File: src/rtl/instr_loader_pkg.sv
// Shared types and constants for the boot-time instruction loader.
// Stream framing: 16-bit word count, 3 bytes per 19-bit word, one XOR checksum byte.
package instr_loader_pkg;

  localparam int INSTR_W        = 19;
  localparam int BYTES_PER_WORD = 3;
  localparam int LEN_W          = 16;

  typedef enum logic [3:0] {
    S_IDLE   = 4'd0,
    S_LEN_HI = 4'd1,
    S_LEN_LO = 4'd2,
    S_B0     = 4'd3,
    S_B1     = 4'd4,
    S_B2     = 4'd5,
    S_WR     = 4'd6,
    S_CHK    = 4'd7,
    S_DONE   = 4'd8,
    S_ERR    = 4'd9
  } state_t;

endpackage

File: src/rtl/instr_word_packer.sv
// Byte shift register that assembles a 19-bit word from three payload bytes and
// keeps the running XOR of every payload byte since the last clear.
module instr_word_packer
  import instr_loader_pkg::*;
(
  input  logic               i_clk,
  input  logic               i_rst,
  input  logic               i_clr,
  input  logic               i_push,
  input  logic [7:0]         i_byte,
  output logic [INSTR_W-1:0] o_word,
  output logic [7:0]         o_xor
);

  logic [INSTR_W-1:0] r_word;
  logic [7:0]         r_xor;

  // Three 8-bit shifts into a 19-bit register leave only byte0[2:0] on top,
  // which discards byte0[7:3] without a separate mask stage.
  always_ff @(posedge i_clk or negedge i_rst) begin
    if (!i_rst) begin
      r_word <= '0;
      r_xor  <= '0;
    end else if (i_clr) begin
      r_word <= '0;
      r_xor  <= '0;
    end else if (i_push) begin
      r_word <= {r_word[INSTR_W-9:0], i_byte};
      r_xor  <= r_xor ^ i_byte;
    end
  end

  assign o_word = r_word;
  assign o_xor  = r_xor;

endmodule

File: src/rtl/instr_loader.sv
// Loads a length-prefixed, XOR-checked byte stream into instruction memory from
// address 0 and holds the core in reset until the whole image is verified.
module instr_loader
  import instr_loader_pkg::*;
#(
  parameter int ADDR_W = 12
) (
  input  logic               i_clk,
  input  logic               i_rst,
  input  logic               i_start,
  input  logic [7:0]         i_in_data,
  input  logic               i_in_valid,
  output logic               o_in_ready,
  output logic               o_imem_we,
  output logic [ADDR_W-1:0]  o_imem_addr,
  output logic [INSTR_W-1:0] o_imem_wdata,
  output logic               o_core_hold,
  output logic               o_busy,
  output logic               o_done,
  output logic               o_err
);

  localparam logic [LEN_W:0] ONE_N = 1;
  localparam logic [LEN_W:0] MAX_N = ONE_N << ADDR_W;

  state_t            r_state;
  state_t            w_next;
  logic [7:0]        r_len_hi;
  logic [LEN_W-1:0]  r_remain;
  logic [ADDR_W-1:0] r_addr;
  logic [LEN_W-1:0]  w_len;
  logic              w_len_bad;
  logic              w_xfer;
  logic              w_idle_like;
  logic              w_clr;
  logic              w_push;
  logic [7:0]        w_xor;

  assign w_idle_like = (r_state == S_IDLE) || (r_state == S_DONE) || (r_state == S_ERR);
  assign w_clr       = i_start && w_idle_like;
  assign w_xfer      = i_in_valid && o_in_ready;
  assign w_push      = w_xfer && ((r_state == S_B0) || (r_state == S_B1) || (r_state == S_B2));
  assign w_len       = {r_len_hi, i_in_data};
  assign w_len_bad   = (w_len == '0) || ({1'b0, w_len} > MAX_N);

  instr_word_packer u_packer (
    .i_clk  (i_clk),
    .i_rst  (i_rst),
    .i_clr  (w_clr),
    .i_push (w_push),
    .i_byte (i_in_data),
    .o_word (o_imem_wdata),
    .o_xor  (w_xor)
  );

  always_comb begin
    w_next = r_state;
    unique case (r_state)
      S_IDLE, S_DONE, S_ERR: if (i_start) w_next = S_LEN_HI;
      S_LEN_HI: if (w_xfer) w_next = S_LEN_LO;
      S_LEN_LO: if (w_xfer) w_next = w_len_bad ? S_ERR : S_B0;
      S_B0:     if (w_xfer) w_next = S_B1;
      S_B1:     if (w_xfer) w_next = S_B2;
      S_B2:     if (w_xfer) w_next = S_WR;
      S_WR:     w_next = (r_remain == LEN_W'(1)) ? S_CHK : S_B0;
      S_CHK:    if (w_xfer) w_next = (i_in_data == w_xor) ? S_DONE : S_ERR;
      default:  w_next = S_IDLE;
    endcase
  end

  always_ff @(posedge i_clk or negedge i_rst) begin
    if (!i_rst) begin
      r_state  <= S_IDLE;
      r_len_hi <= '0;
      r_remain <= '0;
      r_addr   <= '0;
    end else begin
      r_state <= w_next;
      if (w_clr) begin
        r_addr <= '0;
      end
      if (w_xfer && (r_state == S_LEN_HI)) begin
        r_len_hi <= i_in_data;
      end
      if (w_xfer && (r_state == S_LEN_LO)) begin
        r_remain <= w_len;
      end
      // Wrap to 0 after a full-depth image is harmless: CHK follows.
      if (r_state == S_WR) begin
        r_addr   <= r_addr + ADDR_W'(1);
        r_remain <= r_remain - LEN_W'(1);
      end
    end
  end

  assign o_in_ready  = (r_state == S_LEN_HI) || (r_state == S_LEN_LO) || (r_state == S_B0) ||
                       (r_state == S_B1) || (r_state == S_B2) || (r_state == S_CHK);
  assign o_imem_we   = (r_state == S_WR);
  assign o_imem_addr = r_addr;
  assign o_busy      = o_in_ready || (r_state == S_WR);
  assign o_core_hold = (r_state != S_DONE);
  assign o_done      = (r_state == S_DONE);
  assign o_err       = (r_state == S_ERR);

endmodule

File: config.mk
export PLATFORM = sky130hd
export DESIGN_NAME = instr_loader
export DESIGN_NICKNAME = d
export VERILOG_FILES = /design/src/rtl/instr_loader_pkg.sv /design/src/rtl/instr_word_packer.sv /design/src/rtl/instr_loader.sv
export SDC_FILE = /design/constraint.sdc
export NUM_CORES = 1
export LEC_CHECK = 0
export CAP_MARGIN = 15
export CORE_MARGIN = 1
export CORE_UTILIZATION = 55
export CTS_CLUSTER_SIZE = 16
export DETAILED_ROUTE_END_ITERATION = 7
export GPL_ROUTABILITY_DRIVEN = 0
export HOLD_SLACK_MARGIN = 0.15
export PLACE_DENSITY = 0.8
export SLEW_MARGIN = 20
export SYNTH_ARGS = -nofsm -noshare
export SYNTH_HDL_FRONTEND = slang
export SYNTH_SLANG_ARGS = --single-unit
File: constraint.sdc
create_clock -name i_clk -period 2.23 [get_ports i_clk]
set_input_delay 0.446 -clock i_clk [delete_from_list [all_inputs] [get_ports i_clk]]
set_output_delay 0.446 -clock i_clk [all_outputs]
set_load 0.02 [all_outputs]
* Word-level counts from Yosys, hierarchy flattened
Index checks and enable logic that the tools add are counted.
** Storage, ports and cells
- Register bits after elaboration :: 67
- Output and inout port bits :: 37
- Word-level logic and storage cells :: 71
** Cells by class
- Add/sub/neg operators :: 2
- $lt $le $gt $ge :: 1
- Eq/ne operators :: 19
- Mux-type cells :: 19
- Bitwise gates (word level) :: 1
- Reduce and logical (&&, ||, !) cells :: 23
** Operators with widths (number)
- $mux W19 :: 2
- $mux W16 :: 2
- $mux W4 :: 8
- $pmux W4 S8 :: 1
- $mux W12 :: 2
- $eq A16 B1 Y1 const B :: 1
- $eq A4 B3 Y1 const B :: 4
- $gt A16 B13 Y1 const B :: 1
- $logic_not A16 Y1 :: 1
- $mux W8 :: 2
- $sub A16 B1 Y16 const B :: 1
- $ne A2 B2 Y1 const B :: 7
- $add A12 B1 Y12 const B :: 1
- $logic_or A1 B1 Y1 :: 11
- $eq A4 B2 Y1 const B :: 2
- $eq A4 B4 Y1 const B :: 2
- $eq A8 B8 Y1 :: 1
- $xor A8 B8 Y8 :: 1
- $reduce_and A7 Y1 :: 1
- $reduce_bool A2 Y1 :: 3
- $logic_and A1 B1 Y1 :: 5
- $eq A4 B1 Y1 const B :: 1
- $logic_not A4 Y1 :: 1
- $ne A4 B4 Y1 const B :: 1
- other kinds (3) :: 3

* Logic depth before layout (Yosys ltp)
Gate-level depths: netlist (run 1).
- Depth after elaboration :: 10
- Mapped depth :: 7
- Depth with buffers taken out :: 6

* By module
Synthesis (run 1) repeated with hierarchy kept, for this count alone.
** Unflattened totals
- Cell total of the unflattened synthesis :: 348
- Area total of the unflattened synthesis :: 3583.4 µm²
** Modules (own cells, without submodules)
- instr_loader :: times used 1, cells each 252, area each 2386.0 µm²
- instr_word_packer :: times used 1, cells each 96, area each 1197.4 µm²

* Least setup slack after synthesis (run 1)
No wires, ideal clock.
- Path type :: register to register
- Start point :: reg r_remain[0]
- End point :: reg r_remain[12]
- Data arrival time :: 1.629 ns
- Data required time :: 2.105 ns
- Path slack :: 0.476 ns
- Cell stages (with the launch flop) :: 7
- Buffers on the path :: 0
- Period minus slack after synthesis :: 1.754 ns
- Path through :: dfrtp_1 inv_1 ha_1 or3b_2 nor4_4 and4_1 nor3_1
** On the way
- Longest elaborated chain between the ends :: 2
** Ends and longest elaborated chain
- from (decl) :: RTL line instr_loader.sv:29 : logic [LEN_W-1:0] r_remain;
- from (signal assigned) :: RTL line instr_loader.sv:86 : r_remain <= w_len;
- from (signal assigned) :: RTL line instr_loader.sv:91 : r_remain <= r_remain - LEN_W'(1);
- $sub A16 B1 Y16 :: RTL line instr_loader.sv:91
- $mux W16 :: RTL line instr_loader.sv:89 : if (r_state == S_WR) begin
No other way between the ends.
A chain may end at the register's enable or synchronous reset.

* Worst setup path in the final report (run 1)
- Start point :: reg r_state[0]
- End point :: out o_busy
** On the way
- Longest elaborated chain between the ends :: 7
- Elaborated cells on any way between the ends :: 13
- Classes of those cells :: eq/ne: 7; reduce/logical: 6
** Ends and longest elaborated chain
- from (decl) :: RTL line instr_loader.sv:26 : state_t r_state;
- from (signal assigned) :: RTL line instr_loader.sv:78 : r_state <= w_next;
- $eq A4 B1 Y1 or $eq A4 B2 Y1 (tied branches) :: RTL line instr_loader.sv:96 : assign o_in_ready = (r_state == S_LEN_HI) || (r_state == S_LEN_LO) || (r_state == S_B0) ||
- $logic_or A1 B1 Y1 (3 in series) :: RTL line instr_loader.sv:96
- $logic_or A1 B1 Y1 (2 in series) :: RTL line instr_loader.sv:97 : (r_state == S_B1) || (r_state == S_B2) || (r_state == S_CHK);
- $logic_or A1 B1 Y1 (*) :: RTL line instr_loader.sv:100 : assign o_busy = o_in_ready || (r_state == S_WR);
- to (decl) :: RTL line instr_loader.sv:18 : output logic o_busy,
Every way passes the cells marked *; elsewhere a longest branch is shown, timed or not.

==> run summary, run 1 <==
final net count = 447
clk buf depth = 2
RSZ-0062 raised after global routing = no
post-synthesis mux area share = 0.0764
synthesized area = 0.00354 mm2
share of layout cells above drive strength 1 = 0.176
Worst Path Arrival = 1650 ps
setup_tns = 0 ps
DR pass1 iterations = 5
H-tree depth = 3
core area = 0.00606 mm2
clock period minus worst slack = 2090 ps
LEAKAGE = 1.98 nW
top cells by area, synth = dfrtp_1 (47%), mux2_2 (5.1%), nand2_1 (5.1%), o21ai_0 (4.4%), mux2i_1 (2.5%)
Root Driver = clkbuf_8
GR peak layer = met2
largest area contributor in the netlist = dfrtp_1
Place WS = 45.4 ps
Final Setup Violations = 0
slew margin rel. = 0.598
Clock Latency Late Sink = 350 ps
adder-cell area share of the yosys netlist = 0.0106
DR vias = 3086
Cells after Synth = 359
CP delay by family, top = buffers and inverters
Final Slew Violations = 0
Netlist cell types = 62
EDFF count, synth = 0
met3 Track Usage GR = 0.0571
PortBufs = 48
post-synthesis compound-gate area fraction = 0.155
hold crit path type = reg -> reg
layout overhead on the synthesized area = 27.8%
commonest cells in the netlist = dfrtp_1 (67), nand2_1 (48), o21ai_0 (31)
CP max FO = 7
Post-synth top flop = dfrtp_1
count leader, synth = dfrtp_1
Worst Tran Pin Value = 598 ps
Fin. Hold Viols = 0
Critical Path Start Type = flop
Required @ worst endpoint = 1780 ps
dpl cells = 495
Die X = 82.2 um
# clock sinks = 67
Die Area = 0.00676 mm2
Simple-Gate Fraction of Synth Area = 0.218
Worst Clk Skew = 12.9 ps
Residual DRC = 0
Mean Syn Cell Area = 9.85 um2
global-route wire length before repair = 14400 um
Final HPWL DP = 6240 um
Synth Net Count = 374
Async S/R FF share, synth = 1.00
max incr delay on CP = 610 ps
vias per cell = 6.03
number of global-route vias before repair = 2943
Routed WL = 8850 um
sequential area share after synthesis = 0.474
critical path buffer and inverter count = 2
crit-path cells = inv_1, a21oi_1, clkdlybuf4s50_1
largest net degree at the start of global routing = 35
Pwr per Cell Area = 1350 mW/mm2
Detailed Route Iter0 Violations = 210
CTS buffer count = 9
grt met1 use = 0.389
f_max = 477 MHz
combinational family with the most area after synthesis = simple AND/OR/NAND/NOR gates
num ports = 49
status = finished clean
Worst setup EP type = primary output
Setup WS post-layout = 135 ps
yosys warns = 0
average wire per standard cell = 17.3 um
DRT antenna net count = 0
XOR/XNOR share of the synthesized area = 0.0272
fillers = 429
# diodes = 0
GRT overflow = 0
Clk pin slew, worst setup/hold paths = 80 ps
Cell Count, Final, Fillers Out = 512
Worst path slowest cell = clkdlybuf4s50_1
Peak VDD IR = 828 uV
period utilization = 0.939
Yosys top cell area share = 0.474
GRT Total Usage = 0.288
initial antenna violation count = 0
Die Y-Extent = 82.2 um
Rows = 28
Crit Path Class = reg -> out
met2 usage = 0.445
Initial Util = 0.584
Max Cap Viol = 0
register bit count reported by yosys = 67
CTS tree = yes
## state kept, by name, summed over array words and instances (netlist names)
name / cells
u_packer.o_word: 19
r_remain: 16
o_imem_addr: 12
r_len_hi: 8
u_packer.o_xor: 8
r_state: 4
## cell type report
| cell class | count | area [um2] | share of cell area |
|---|---|---|---|
| clock buffer | 9 | 124 | 0.0274 |
| clock inverter | 7 | 100 | 0.0221 |
| inverter | 10 | 37.5 | 0.00831 |
| multi-input combinational | 265 | 1740 | 0.386 |
| sequential | 67 | 1680 | 0.371 |
| tap | 75 | 93.8 | 0.0208 |
| timing repair buffer | 79 | 742 | 0.164 |
## cells in the final DEF, fill, tap and decap left out, types with 3 or more instances in the layout
cell             instances
dlymetal6s2s_1           3
a22oi_1                  3
and3_1                   7
clkbuf_8                 9
o22ai_1                  3
clkdlybuf4s50_1         43
nor4_1                   6
clkinv_4                 3
dfrtp_1                 66
nand2b_1                 3
ha_1                     3
a31oi_1                  6
nand2_1                 48
and4_1                   6
nand3_1                 13
a21oi_1                 13
buf_4                   28
nor3_1                   8
a211oi_1                 3
a22o_1                   8
xnor2_1                 10
nand4_1                  6
nor2_1                  21
inv_1                    9
o21ai_0                 31
mux2_2                  16
o211ai_1                 3
mux2i_1                  9
## metal layers
metal,part of all wire,wire [um]
met5,0,0
met1,0.44,3930
met2,0.47,4190
met3,0.061,542
met4,0.021,183
## worst register-to-register path: cells and delay by family, from the launching register on
family / cells / cell delay (ps)
adder cells (fa/ha/maj): 1 / 180
flip-flops: 1 / 450
AND/OR/NAND/NOR: 4 / 1180
buffers and inverters: 1 / 90
## where the power goes
| part | total [mW] | internal (mW) | switching (mW) |
|---|---|---|---|
| Combinational | 2.69 | 1.29 | 1.40 |
| Clock | 1.14 | 0.637 | 0.506 |
| Sequential | 2.29 | 1.72 | 0.568 |
| Total | 6.12 | 3.65 | 2.47 |
## kinds of logic after synthesis
kind of cell | count (synthesis)
compound gates | 86
xor+xnor | 11
fa+ha+maj | 3
buf+inv | 27
flops | 67
mux | 25
simple gates | 140
## per-stage QoR
stage	cell area, um2	total power [mW]	util	hold slack [ps]
after global routing	4520	6.50	0.746	520
final	4520	6.12	0.746	493
after floorplan	3540	3.90	-	150
after detailed placement	4270	4.95	0.705	420
after global placement	4270	4.85	0.705	414
after CTS	4510	6.12	0.744	487
## timing repair
item,CTS,global route
gates resized for setup,4,3
setup buffers,0,0
hold endpoints to repair,17,0
endpoints found under the setup margin,4,3
hold buffers,1,0
## path summary, 6_finish.rpt
kind / from / end / slack [ps] / cells past startpoint
max: r_state[0]$_DFFE_PN0P_ / o_busy / 140 / 3
min: o_imem_addr[11]$_DFFE_PN0P_ / o_imem_addr[11]$_DFFE_PN0P_ / 490 / 1
max reg2reg: r_remain[0]$_DFFE_PN0P_ / r_remain[12]$_DFFE_PN0P_ / 230 / 6
min reg2reg: o_imem_addr[11]$_DFFE_PN0P_ / o_imem_addr[11]$_DFFE_PN0P_ / 490 / 1
max in group asynchronous: i_rst / u_packer.o_xor[0]$_DFFE_PN0P_ / 1070 / 3
min in group asynchronous: i_rst / r_remain[13]$_DFFE_PN0P_ / 580 / 2
No activity file was read; power rests on OpenSTA's default activity.
==> run 2, diff against run 1 <==
--- a/config.mk
+++ b/config.mk
@@ -6,6 +6,7 @@
 export NUM_CORES = 1
 export LEC_CHECK = 0
 export CAP_MARGIN = 15
+export CORE_ASPECT_RATIO = 1.5
 export CORE_MARGIN = 1
 export CORE_UTILIZATION = 55
 export CTS_CLUSTER_SIZE = 16
@@ -17,3 +18,4 @@
 export SYNTH_ARGS = -nofsm -noshare
 export SYNTH_HDL_FRONTEND = slang
 export SYNTH_SLANG_ARGS = --single-unit
+export TNS_END_PERCENT = 10
==> run 2 against run 1 <==
Compared with the run above:
- final area is 0.91% lower
- flip-flop and latch count stayed put
- clock power is 13% lower
- largest cell class unchanged
- highest routed layer unchanged
==> run summary, run 2 (synthesized netlist as in run 1, its figures left out) <==
core area = 0.00617 mm2
met2 usage = 0.490
DR vias = 3081
max reg flops = 19
Final Slew Violations = 0
clk buf depth = 2
met3 Track Usage GR = 0.0602
Die Area = 0.00676 mm2
Worst path slowest cell = clkdlybuf4s50_1
Combinational Power Share = 0.457
grt met1 use = 0.374
global-route wire length before repair = 15100 um
CP max FO = 6
Placement Cell Area = 0.00426 mm2
# clock sinks = 67
P_sw = 2.45 mW
number of global-route vias before repair = 3123
Worst Clk Skew = 9.74 ps
most common cell after layout, fill and taps aside = dfrtp_1
PortBufs = 48
Rows = 35
Clk pin slew, worst setup/hold paths = 70 ps
clock period minus worst slack = 2090 ps
f_max = 479 MHz
Initial Util = 0.573
num ports = 49
fin area = 0.00448 mm2
Clk pwr share = 0.166
most frequent cells in the layout = dfrtp_1 (67), nand2_1 (48), clkdlybuf4s50_1 (43)
sequential share of power = 0.376
CTS buffer count = 9
vias per cell = 6.02
Residual DRC = 0
Final HPWL DP = 6600 um
Die X = 67.5 um
crit-path cells = nor2_4, nand3_1, clkdlybuf4s50_1
# diodes = 0
status = finished clean
post-CTS setup buffers = 0
switching share of power = 0.408
max incr delay on CP = 560 ps
Worst setup EP type = primary output
GRT Total Usage = 0.303
Final Setup Violations = 0
Die Y-Extent = 100 um
critical path buffer and inverter count = 1
Root Driver = clkbuf_8
DR pass1 iterations = 4
slew margin rel. = 0.630
Worst Tran Pin Value = 553 ps
layout overhead on the synthesized area = 26.6%
hold crit path type = reg -> reg
Routed WL = 9060 um
RSZ-0062 raised after global routing = no
GRT overflow = 0
initial antenna violation count = 0
Clock Latency Late Sink = 340 ps
Worst Path Arrival = 1640 ps
final net count = 448
share of layout cells above drive strength 1 = 0.174
Crit Path Class = reg -> out
CP delay by family, top = buffers and inverters
Pwr per Cell Area = 1340 mW/mm2
Peak VDD IR = 776 uV
DRT antenna net count = 0
Fin. Hold Viols = 0
period utilization = 0.936
fillers = 462
CTS tree = yes
average wire per standard cell = 17.7 um
Detailed Route Iter0 Violations = 211
LEAKAGE = 1.96 nW
GR peak layer = met2
hold_ws = 478 ps
largest net degree at the start of global routing = 40
Max Cap Viol = 0
Required @ worst endpoint = 1780 ps
Critical Path Start Type = flop
H-tree depth = 3
Internal = 3.55 mW
==> run 2: changes by cell type in the layout (fill, tap and decap cells not counted), sizes merged <==
cell / previous run / this run
clkinv: 4 / 3
bufinv: 2 / 1
dlygate4sd2: 1 / 2
clkinvlp: 0 / 1
dlymetal6s2s: 3 / 2
clkbuf: 9 / 11
inv: 11 / 10
buf: 31 / 32
==> run 2: cell type report <==
type,instances,area (um2),share of cell area
Timing Repair Buffer,80,733,0.164
Clock buffer,11,141,0.0316
Clock inverter,5,52.6,0.0117
Tap cell,74,92.6,0.0207
Multi-Input combinational cell,265,1740,0.389
Inverter,10,37.5,0.00838
Sequential cell,67,1680,0.374
==> run 2: timing repair <==
| item | 4_1_cts | 5_1_grt |
|---|---|---|
| gates cloned | 0 | 0 |
| resized for setup | 3 | 3 |
| hold endpoints to repair | 28 | 0 |
| endpoints found under the setup margin | 6 | 3 |
| hold buffers | 1 | 0 |
==> run 2: power groups by stage <==
stage	logic [mW]	registers [mW]	clock network, mW
floorplan	1.57	2.33	0
global placement	2.65	2.22	0
detailed placement	2.73	2.25	0
global route	2.98	2.33	1.06
CTS	2.74	2.24	1.01
finish	2.74	2.26	0.997
==> run 2: metal layers <==
metal	vias up	part of all wire	wire, um
li1	1470	-	-
met4	0	0.031	280
met3	19	0.043	385
met5	-	0	0
met2	88	0.53	4760
met1	1504	0.40	3640
==> run 2: path summary, 6_finish.rpt <==
path / slack, ps / cells past startpoint / to / from
worst max-delay path: 140 / 3 / o_core_hold / r_state[1]$_DFFE_PN0P_
worst min-delay path: 480 / 1 / o_imem_addr[11]$_DFFE_PN0P_ / o_imem_addr[11]$_DFFE_PN0P_
worst max register to register: 210 / 5 / r_remain[7]$_DFFE_PN0P_ / r_state[3]$_DFFE_PN0P_
worst min register to register: 480 / 1 / o_imem_addr[11]$_DFFE_PN0P_ / o_imem_addr[11]$_DFFE_PN0P_
max in group asynchronous: 1170 / 3 / o_imem_addr[9]$_DFFE_PN0P_ / i_rst
min in group asynchronous: 650 / 3 / r_remain[7]$_DFFE_PN0P_ / i_rst
==> run 2: through the flow <==
stage | util | power, mW | setup slack [ps] | std cells | setup TNS [ps]
final | 0.725 | 6.00 | 144 | 512 | 0
after global routing | 0.725 | 6.37 | 58.7 | 512 | 0
after CTS | 0.724 | 5.98 | -33.2 | 512 | -51.0
after detailed placement | 0.691 | 4.98 | 27.8 | 495 | 0
after global placement | 0.691 | 4.87 | 82.8 | 495 | 0
after floorplan | - | 3.90 | 476 | 359 | 0
==> run 2: worst reg2reg max path: cells and delay by family, from the launching register on <==
kind | cells | cell delay (ps)
and+or+nand+nor | 4 | 1290
DFF | 1 | 430
buffers and inverters | 1 | 210
